$ cat src/rtl/stopwatch_lap_ctrl.sv
// Lap-memory controller: ring-buffer lap capture, full-memory clear sequencing,
// and arbitration of the single memory address port between writes and review reads.
module stopwatch_lap_ctrl #(
  parameter int DEPTH = 30,
  parameter int AW    = 5,
  parameter int DW    = 28
) (
  input  logic          iClk,
  input  logic          iRst,
  input  logic          iLap,
  input  logic [DW-1:0] iTime,
  input  logic          iClear,
  input  logic          iViewUp,
  input  logic          iViewDn,
  output logic          oMemWE,
  output logic [AW-1:0] oMemAddr,
  output logic [DW-1:0] oMemWData,
  input  logic [DW-1:0] iMemRData,
  output logic [DW-1:0] oLapData,
  output logic [AW-1:0] oLapIdx,
  output logic [AW-1:0] oCount,
  output logic          oFull,
  output logic          oBusy,
  output logic          oDrop
);

  localparam int            AW1     = AW + 1;
  localparam logic [AW-1:0] LP_LAST  = AW'(DEPTH - 1);
  localparam logic [AW-1:0] LP_DEPTH = AW'(DEPTH);
  localparam logic [AW:0]   LP_DEPTH_W = AW1'(DEPTH);

  typedef enum logic [1:0] {ST_IDLE, ST_WRITE, ST_CLEAR} state_t;

  state_t        r_state;
  state_t        w_next_state;
  logic [AW-1:0] r_wptr;
  logic [AW-1:0] r_view;
  logic [AW-1:0] r_count;
  logic [AW-1:0] r_clr_addr;
  logic [DW-1:0] r_lap_buf;
  logic [DW-1:0] r_lap_data;
  logic          r_drop;
  logic [AW:0]   w_raddr_sum;
  logic [AW-1:0] w_raddr;

  // Newest lap sits at wptr-1; adding DEPTH first keeps the subtraction non-negative.
  assign w_raddr_sum = {1'b0, r_wptr} + LP_DEPTH_W - AW1'(1) - {1'b0, r_view};
  assign w_raddr     = (w_raddr_sum >= LP_DEPTH_W) ? AW'(w_raddr_sum - LP_DEPTH_W)
                                                   : AW'(w_raddr_sum);

  always_ff @(posedge iClk) begin
    if (iRst) r_state <= ST_IDLE;
    else      r_state <= w_next_state;
  end

  always_comb begin
    w_next_state = r_state;
    case (r_state)
      ST_IDLE: begin
        if (iClear)    w_next_state = ST_CLEAR;
        else if (iLap) w_next_state = ST_WRITE;
      end
      ST_WRITE: w_next_state = ST_IDLE;
      ST_CLEAR: if (r_clr_addr == LP_LAST) w_next_state = ST_IDLE;
      default:  w_next_state = ST_IDLE;
    endcase
  end

  always_comb begin
    oMemWE    = 1'b0;
    oMemAddr  = w_raddr;
    oMemWData = '0;
    case (r_state)
      ST_WRITE: begin
        oMemWE    = 1'b1;
        oMemAddr  = r_wptr;
        oMemWData = r_lap_buf;
      end
      ST_CLEAR: begin
        oMemWE   = 1'b1;
        oMemAddr = r_clr_addr;
      end
      default: ;
    endcase
  end

  always_ff @(posedge iClk) begin
    if (iRst) begin
      r_wptr     <= '0;
      r_view     <= '0;
      r_count    <= '0;
      r_clr_addr <= '0;
      r_lap_buf  <= '0;
      r_lap_data <= '0;
      r_drop     <= 1'b0;
    end else begin
      // A lap is lost whenever it cannot start a write: busy, or beaten by a clear.
      r_drop <= iLap & ((r_state != ST_IDLE) | iClear);
      case (r_state)
        ST_IDLE: begin
          r_lap_data <= (r_count != '0) ? iMemRData : '0;
          if (iClear) begin
            r_clr_addr <= '0;
          end else if (iLap) begin
            r_lap_buf <= iTime;
          end else if (r_count != '0 && iViewUp != iViewDn) begin
            if (iViewUp && (r_view + AW'(1) < r_count)) r_view <= r_view + AW'(1);
            if (iViewDn && (r_view != '0))             r_view <= r_view - AW'(1);
          end
        end
        ST_WRITE: begin
          r_wptr <= (r_wptr == LP_LAST) ? '0 : r_wptr + AW'(1);
          if (r_count != LP_DEPTH) r_count <= r_count + AW'(1);
          r_view <= '0;
        end
        ST_CLEAR: begin
          r_clr_addr <= r_clr_addr + AW'(1);
          if (r_clr_addr == LP_LAST) begin
            r_wptr  <= '0;
            r_count <= '0;
            r_view  <= '0;
          end
        end
        default: ;
      endcase
    end
  end

  assign oLapData = r_lap_data;
  assign oLapIdx  = (r_count != '0) ? r_count - r_view : '0;
  assign oCount   = r_count;
  assign oFull    = (r_count == LP_DEPTH);
  assign oBusy    = (r_state != ST_IDLE);
  assign oDrop    = r_drop;

endmodule

$ cat config.mk
export PLATFORM = sky130hd
export DESIGN_NAME = stopwatch_lap_ctrl
export DESIGN_NICKNAME = d
export VERILOG_FILES = /design/src/rtl/stopwatch_lap_ctrl.sv
export SDC_FILE = /design/constraint.sdc
export NUM_CORES = 1
export LEC_CHECK = 0
export CORE_MARGIN = 2
export CORE_UTILIZATION = 42
export DETAILED_ROUTE_END_ITERATION = 12
export MAX_ROUTING_LAYER = met4
export PLACE_DENSITY_LB_ADDON = 0.05
export SLEW_MARGIN = 20
export SYNTH_ARGS = -nofsm -noshare
export SYNTH_HDL_FRONTEND = slang
export SYNTH_SLANG_ARGS = --single-unit
$ cat constraint.sdc
create_clock -name iClk -period 2.7 [get_ports iClk]
set_clock_uncertainty 0.1 [all_clocks]
set_input_delay 0.54 -clock iClk [delete_from_list [all_inputs] [get_ports iClk]]
set_output_delay 0.54 -clock iClk [all_outputs]
set_load 0.005 [all_outputs]
# After elaboration in Yosys (flattened, before gate mapping)

Index checks and enable logic that the tools add are counted.

Equal/unequal tests: 15
Reduce and logical (&&, ||, !) cells: 17
$add $sub $neg: 10
Muxes and demuxes: 23
Bitwise operators: 3
Order comparisons: 2

Operators by type and width:

| cell                                                                                | count |
|---|---|
| 28-bit two-way mux                                                                  | 2 |
| 5-bit two-way mux                                                                   | 11 |
| 5-bit case mux with 2 select lines                                                  | 4 |
| 5-bit by 1-bit adder with 5-bit output, second input constant                       | 4 |
| 5-bit equality test, second input constant                                          | 3 |
| 5-bit case mux with 3 select lines                                                  | 1 |
| 2-bit != test, second input constant                                                | 6 |
| 5-bit nonzero test                                                                  | 2 |
| 5-bit by 5-bit adder with 6-bit output, second input constant                       | 1 |
| 6-bit by 5-bit greater-or-equal comparator with 1-bit output, second input constant | 1 |
| 2-bit two-way mux                                                                   | 3 |
| 3-bit != test, second input constant                                                | 2 |
| 2-bit AND reduction                                                                 | 3 |
| 3-bit AND reduction                                                                 | 2 |
| 6-bit AND reduction                                                                 | 1 |
| 2-bit nonzero test                                                                  | 3 |
| 6-bit by 1-bit subtractor with 6-bit output, second input constant                  | 1 |
| 6-bit by 5-bit subtractor with 6-bit output                                         | 1 |
| 5-bit less-than comparator                                                          | 1 |
| 5-bit != test, second input constant                                                | 1 |
| 5-bit by 1-bit subtractor with 5-bit output, second input constant                  | 1 |
| 5-bit subtractor                                                                    | 1 |
| 5-bit subtractor, second input constant                                             | 1 |
| 2-bit case mux with 2 select lines                                                  | 1 |
| other kinds (11)                                                                    | 13 |

Bits in registers: 79
Input bits: 62

# Depth between registers and ports, before layout

Gate-level depths: netlist (run 1).

Depth in word-level cells: 9
Mapped depth: 10
Mapped depth without buffers: 10

# Worst setup path after synthesis (run 1)

No wires, ideal clock.

Path kind: reg2out
Start point: reg r_wptr[1]
End point: out oMemAddr[2]
Setup slack: -213 ps
Arrival time: 2273 ps
Buffers on the path: 0
Cell stages (with the launch flop): 11
Cell sequence: dfxtp_1 -> inv_1 -> ha_1 -> inv_1 -> ha_1 -> fa_1 -> xor2_1 -> nand3_1 -> nor3_1 -> o21ai_0 -> a31oi_1

Cells in the longest elaborated chain, start to end: 6
Elaborated cells between the ends (all ways): 7

RTL lines:

| item                                                                                             | RTL line | text |
|---|---|---|
| start: declaration                                                                               | 36       | `logic [AW-1:0] r_wptr;` |
| start signal: assignment                                                                         | 112      | `r_wptr <= (r_wptr == LP_LAST) ? '0 : r_wptr + AW'(1);` |
| 5-bit by 5-bit adder with 6-bit output (*)                                                       | 47       | `assign w_raddr_sum = {1'b0, r_wptr} + LP_DEPTH_W - AW1'(1) - {1'b0, r_view};` |
| 6-bit by 1-bit subtractor with 6-bit output (*)                                                  | 47       |  |
| 6-bit by 5-bit subtractor with 6-bit output (*)                                                  | 47       |  |
| 5-bit subtractor or 6-bit by 5-bit greater-or-equal comparator with 1-bit output (tied branches) | 48       | `assign w_raddr = (w_raddr_sum >= LP_DEPTH_W) ? AW'(w_raddr_sum - LP_DEPTH_W)` |
| 5-bit two-way mux (*)                                                                            | 48       |  |
| 5-bit case mux with 2 select lines (*)                                                           | 73       | `case (r_state)` |
| end: declaration                                                                                 | 16       | `output logic [AW-1:0] oMemAddr,` |

Mark *: on every way between the ends. The rest lies on a longest branch, timed or not.

# Worst setup path in the final report (run 1)

Start point: reg r_wptr[1]
End point: out oMemAddr[3]

The elaborated chain is that of the path after synthesis.

==> flow_summary.ini, run 1 <==
[clock_network]
cts_buffers = 9
cts_max_level = 3
path_clk_slew_ns = 0.10
root_buffer = clkbuf_8
tritoncts = yes
holdBufCountCts = 0
cts.sinks = 79
clock_latency_ns = 0.35
clock_path_buffers = 2

[timing]
finalCritPeriodShare = 1.241
hold_viol = 0
tns_ns = -2.412
fmax_mhz = 298.4
slew_headroom = 0.5707
period_needed_ns = 3.351
drv_slew = 0
worst_pin_slew_ns = 0.6440
setup_viol = 4
worst_slack_ns = -0.6510
rsz0062_at_grt = true

[die]
rows = 37
start_util = 0.4265
die_h_um = 105.7
die_w_um = 105.7
coreArea_um2 = 10180
die_area_um2 = 11170
ios = 137

[synthesis]
yosys_register_bits = 79
synthTopCellsByCount = 106 x nand2_1, 83 x a21oi_1, 79 x dfxtp_1
syn_area_um2 = 4344
ys_top_cells_by_area = dfxtp_1 36%, a21oi_1 9.6%, nand2_1 9.2%
synth.most_common_cell = nand2_1
syn_nets = 656
synthArstFlopShare = 0
yosys.area.top_type = dfxtp_1
synth_enable_flop_cells = 0
yosysTopAreaCellShare = 0.3641
synth_cell_type_count = 56
ys_seq_area_frac = 0.3641
synth-main-ff-cell = dfxtp_1
ys_warn_count = 0
syn_area_per_cell_um2 = 7.744
syn_inst = 561

[finish]
n_antenna_cell = 0
nets = 810
drive_above_1_share = 0.1431
area_growth_pct = 46.11

[power]
total_power_mw = 2.804
power_leakage_nw = 2.415
power.density_nw_per_um2 = 441.8
ir_worst_vdd_mv = 0.2653

[worst_setup_path]
cp.depth = 13
end_kind = output port
path_max_fanout = 2
max_stage_delay_ns = 0.37
crit_family = adder cells
start_kind = flip-flop
critPathBufInv = 5
required_ns = 2.06
crit_chain = inv_2, ha_4, inv_4, ha_4, fa_2, a21o_1, a21oi_4, xnor2_2, buf_4, buf_6, a21oi_4, o31ai_2, buf_2
crit_path_top_delay_cell = fa_2
critPathKind = flip-flop to output port
worstRegToRegCells = 10
cp.arrival_ns = 2.71

[route]
vias_per_cell = 5.200
wl_per_cell_um = 14.81
wirelength_mm = 12.68
drc = 0
firstDrtPassIters = 4
dr_total_vias = 4451
drt_iter0_drc = 224
detail-route-antenna-nets = 0

[outcome]
violations = setup timing
status = finished, violations left

[grt]
grt.overflow.total = 0
grt_max_degree = 33
grt_first_pass_wirelength_mm = 20.67
grtUsageTotal = 0.2357
grt_pass1_vias = 4347
antenna_found_initial = 0

[placement]
hpwlAfterDp_mm = 9.146
gp_congestion = 0.8595
portBuffers = 136

[flow_run]
cap_violations = 0

[hold_path]
hold_path_depth = 2
hold_class = flip-flop to flip-flop
==> cells in the final DEF (no fill, tap or decap), types with 6 or more instances in the layout <==
cell and n:
a21oi_1 79, and2_1 30, buf_2 6, buf_4 35, clkbuf_8 10, clkdlybuf4s50_1 127, dfxtp_1 73, dfxtp_2 6
ha_1 26, inv_1 27, nand2_1 106, nand3_1 40, nand4_1 9, nor2_1 28, o21ai_0 12, xnor2_1 10
xor2_1 6
==> final timing paths <==
kind | startpoint | to | slack (ns)
min | r_lap_buf[14] | r_lap_buf[14] | 0.35
min reg2reg | r_lap_buf[14] | r_lap_buf[14] | 0.35
max reg2reg | r_view[1] | r_view[3] | 0.23
max | r_wptr[1] | oMemAddr[3] | -0.65
==> power breakdown <==
part | total (mW) | switching, mW | internal, mW | leakage, nW
Clock | 0.853 | 0.481 | 0.373 | 0.0939
Combinational | 0.709 | 0.376 | 0.333 | 1.68
Sequential | 1.24 | 0.0284 | 1.21 | 0.643
==> per-stage QoR <==
step	util	setup WS (ns)	instance area, um^2	instances	hold slack [ns]
CTS	0.6168	-0.7146	6282	855	0.3557
finish	0.6232	-0.6510	6347	856	0.3529
global route	0.6232	-0.7707	6347	856	0.3717
global placement	0.5891	-0.5487	6000	835	0.3372
detailed placement	0.5891	-0.6544	6000	835	0.3418
floorplan	-	-0.02398	4360	561	0.3317
==> tightest hold or removal path, delay by kind of cell, from the launching register on <==
family / cells / cell delay [ns]
flip-flops: 1 / 0.32
AND/OR/NAND/NOR: 1 / 0.05
AO/OA/AOI/OAI: 1 / 0.05
==> metal layers <==
metal,global-route usage,share of wire,vias to the layer above
met5,-,0,-
met4,0.08177,0.020,0
met3,0.04762,0.051,22
met2,0.3770,0.48,140
met1,0.2977,0.45,2071
li1,-,-,2218
==> cells by family after synthesis <==
kind of cell,Yosys count,synth area share
adder cells (fa/ha/maj),33,0.09850
flip-flops,79,0.3641
buffers and inverters,64,0.06135
AO/OA/AOI/OAI,131,0.1852
AND/OR/NAND/NOR,236,0.2546
XOR/XNOR,18,0.03629
==> registers in the layout, indices dropped and copies added (netlist names) <==
signal / flops
oLapData: 28
r_lap_buf: 28
oCount: 5
r_clr_addr: 5
r_view: 5
r_wptr: 5
r_state: 2
oDrop: 1
==> cell type report <==
cell class	instances	area [um^2]
timing repair buffer	176	1647
tap	136	170.2
clock inverter	6	51.30
fill	968	3837
clock buffer	10	137.6
inverter	31	118.9
multi-input combinational	418	2634
sequential	79	1589
==> timing repair <==
| action | CTS | global route |
|---|---|---|
| setup endpoints to repair | 38 | 36 |
| setup buffers | 4 | 1 |
| cloned | 0 | 0 |
| pin swaps | 12 | 9 |
| endpoints found under the hold margin | 0 | 0 |
| gates resized for setup | 43 | 14 |
No activity file was read; power rests on OpenSTA's default activity.
==> run 2, diff against run 1 <==
--- a/config.mk
+++ b/config.mk
@@ -5,6 +5,7 @@
 export SDC_FILE = /design/constraint.sdc
 export NUM_CORES = 1
 export LEC_CHECK = 0
+export CAP_MARGIN = 20
 export CORE_MARGIN = 2
 export CORE_UTILIZATION = 42
 export DETAILED_ROUTE_END_ITERATION = 12
==> results of run 2 <==
The final DEF is identical to that of run 1; final timing and power are the same.
==> run 3, diff against run 2 <==
--- a/config.mk
+++ b/config.mk
@@ -7,8 +7,9 @@
 export LEC_CHECK = 0
 export CAP_MARGIN = 20
 export CORE_MARGIN = 2
-export CORE_UTILIZATION = 42
+export CORE_UTILIZATION = 50
 export DETAILED_ROUTE_END_ITERATION = 12
+export DONT_BUFFER_PORTS = 1
 export MAX_ROUTING_LAYER = met4
 export PLACE_DENSITY_LB_ADDON = 0.05
 export SLEW_MARGIN = 20
==> run 3 against run 2 <==
Total power decreased by 4.3%. Clock power grew 13%. Register-to-register slack worse by 0.03 ns. Combinational power decreased by 33%. Fmax rose by 7.6%. Routed wire length is 15% lower. Global-route usage fell by 0.36 points. Largest cell class unchanged. Highest routed layer unchanged. The run still ends with setup timing left. Sequential share of layout area grew 7.6 points. Critical path depth is 3 lower.
==> flow_summary.ini, run 3 (synthesized netlist as in run 1, its figures left out) <==
[outcome]
status = finished, violations left
violations = setup timing

[route]
dr_total_vias = 3802
wirelength_mm = 10.75
drc = 0
firstDrtPassIters = 4
drt_iter0_drc = 160
vias_per_cell = 5.633
detail-route-antenna-nets = 0
wl_per_cell_um = 15.92

[placement]
hpwlAfterDp_mm = 7.623
place_area_um2 = 4503
post-place-ws_ns = -0.1302
dp.cells = 657
portBuffers = 0
gp_congestion = 0.8556

[clock_network]
tritoncts = yes
clock_path_buffers = 2
root_buffer = clkbuf_8
cts_max_level = 3
path_clk_slew_ns = 0.09
cts.sinks = 79
cts_buffers = 9
clock_latency_ns = 0.33

[grt]
grt_max_degree = 75
grt_pass1_vias = 3742
grt.overflow.total = 0
antenna_found_initial = 0
grtUsageTotal = 0.2321
grt_first_pass_wirelength_mm = 17.71

[worst_setup_path]
end_kind = output port
cp.arrival_ns = 2.47
critPathKind = flip-flop to output port
path_max_fanout = 4
required_ns = 2.06
start_kind = flip-flop

[die]
start_util = 0.5080
rows = 34
die_h_um = 97.21
coreArea_um2 = 8551
die_w_um = 97.21
die_area_um2 = 9450
ios = 137

[timing]
finalCritPeriodShare = 1.153
worst_slack_ns = -0.4130
fmax_mhz = 321.2
slew_headroom = 0.5407
drv_slew = 0
rsz0062_at_grt = true
period_needed_ns = 3.113
hold_viol = 0
setup_viol = 4
worst_pin_slew_ns = 0.6890
tns_ns = -1.524
holdWs_ns = 0.1610

[finish]
n_antenna_cell = 0
final_cells = 675
design_area_um2 = 4853
mostFrequentLayoutCells = 106 x nand2_1, 81 x a21oi_1, 76 x dfxtp_1
final_common_cell = nand2_1
utilization = 0.5676
area_growth_pct = 11.72
drive_above_1_share = 0.1252
nets = 657

[power]
swShare = 0.2870
pwr-share-seq = 0.464
power.density_nw_per_um2 = 553.2
clockPowerShare = 0.359
ir_worst_vdd_mv = 0.3614
internal-power_mw = 1.914
switchingPower_mw = 0.7706
combPwrFrac = 0.177
power_leakage_nw = 1.818
total_power_mw = 2.685

[flow_run]
cap_violations = 0

[hold_path]
hold_class = primary input to flip-flop
[run 3: area by class of cell]
type	count	area (um^2)
fillers	831	3697
multi-input cells	418	2623
flip-flops and latches	79	1585
repair buffers	23	172.7
well taps	108	135.1
clock buffers	10	127.6
inverters	31	116.4
clock inverters	6	93.84
[run 3: per-layer routing]
layer,vias to the layer above,GRT usage,wire length (um)
met5,-,-,0
met4,0,0.06410,102
met3,11,0.05827,861
met2,119,0.3782,5086
met1,1765,0.2889,4697
li1,1907,-,-
[run 3: final timing paths]
| check | from | endpoint | slack, ns | depth (start not counted) |
|---|---|---|---|---|
| worst max-delay path | r_wptr[1] | oMemAddr[3] | -0.41 | 10 |
| worst min-delay path | iRst | r_lap_buf[6] | 0.16 | 1 |
| worst max register to register | r_view[1] | r_view[3] | 0.20 | 10 |
| worst min register to register | r_lap_buf[16] | r_lap_buf[16] | 0.35 | 2 |
[run 3: repair_timing]
item | in CTS | in global routing
gates resized for setup | 10 | 10
hold buffers | 0 | 0
setup endpoints to repair | 4 | 5
setup buffers | 2 | 0
endpoints found under the hold margin | 0 | 0
pin swaps | 10 | 5
[run 3: critical path, cell delays in order (launching register included)]
cell     delay [ns]
dfxtp_2        0.34
inv_2          0.05
ha_4           0.25
inv_2          0.04
ha_4           0.16
fa_2           0.34
a21o_1         0.20
a21oi_4        0.19
xnor2_2        0.17
a21oi_1        0.15
o31ai_4        0.25
[run 3: power groups by stage]
stage          logic (mW)  clock network [mW]  registers (mW)
6_report            0.475               0.965            1.24
4_1_cts             0.468               0.999            1.24
3_5_place_dp        0.452                   0            1.27
2_1_floorplan       0.356                   0            1.27
5_1_grt             0.535                1.04            1.25
3_3_place_gp        0.443                   0            1.27
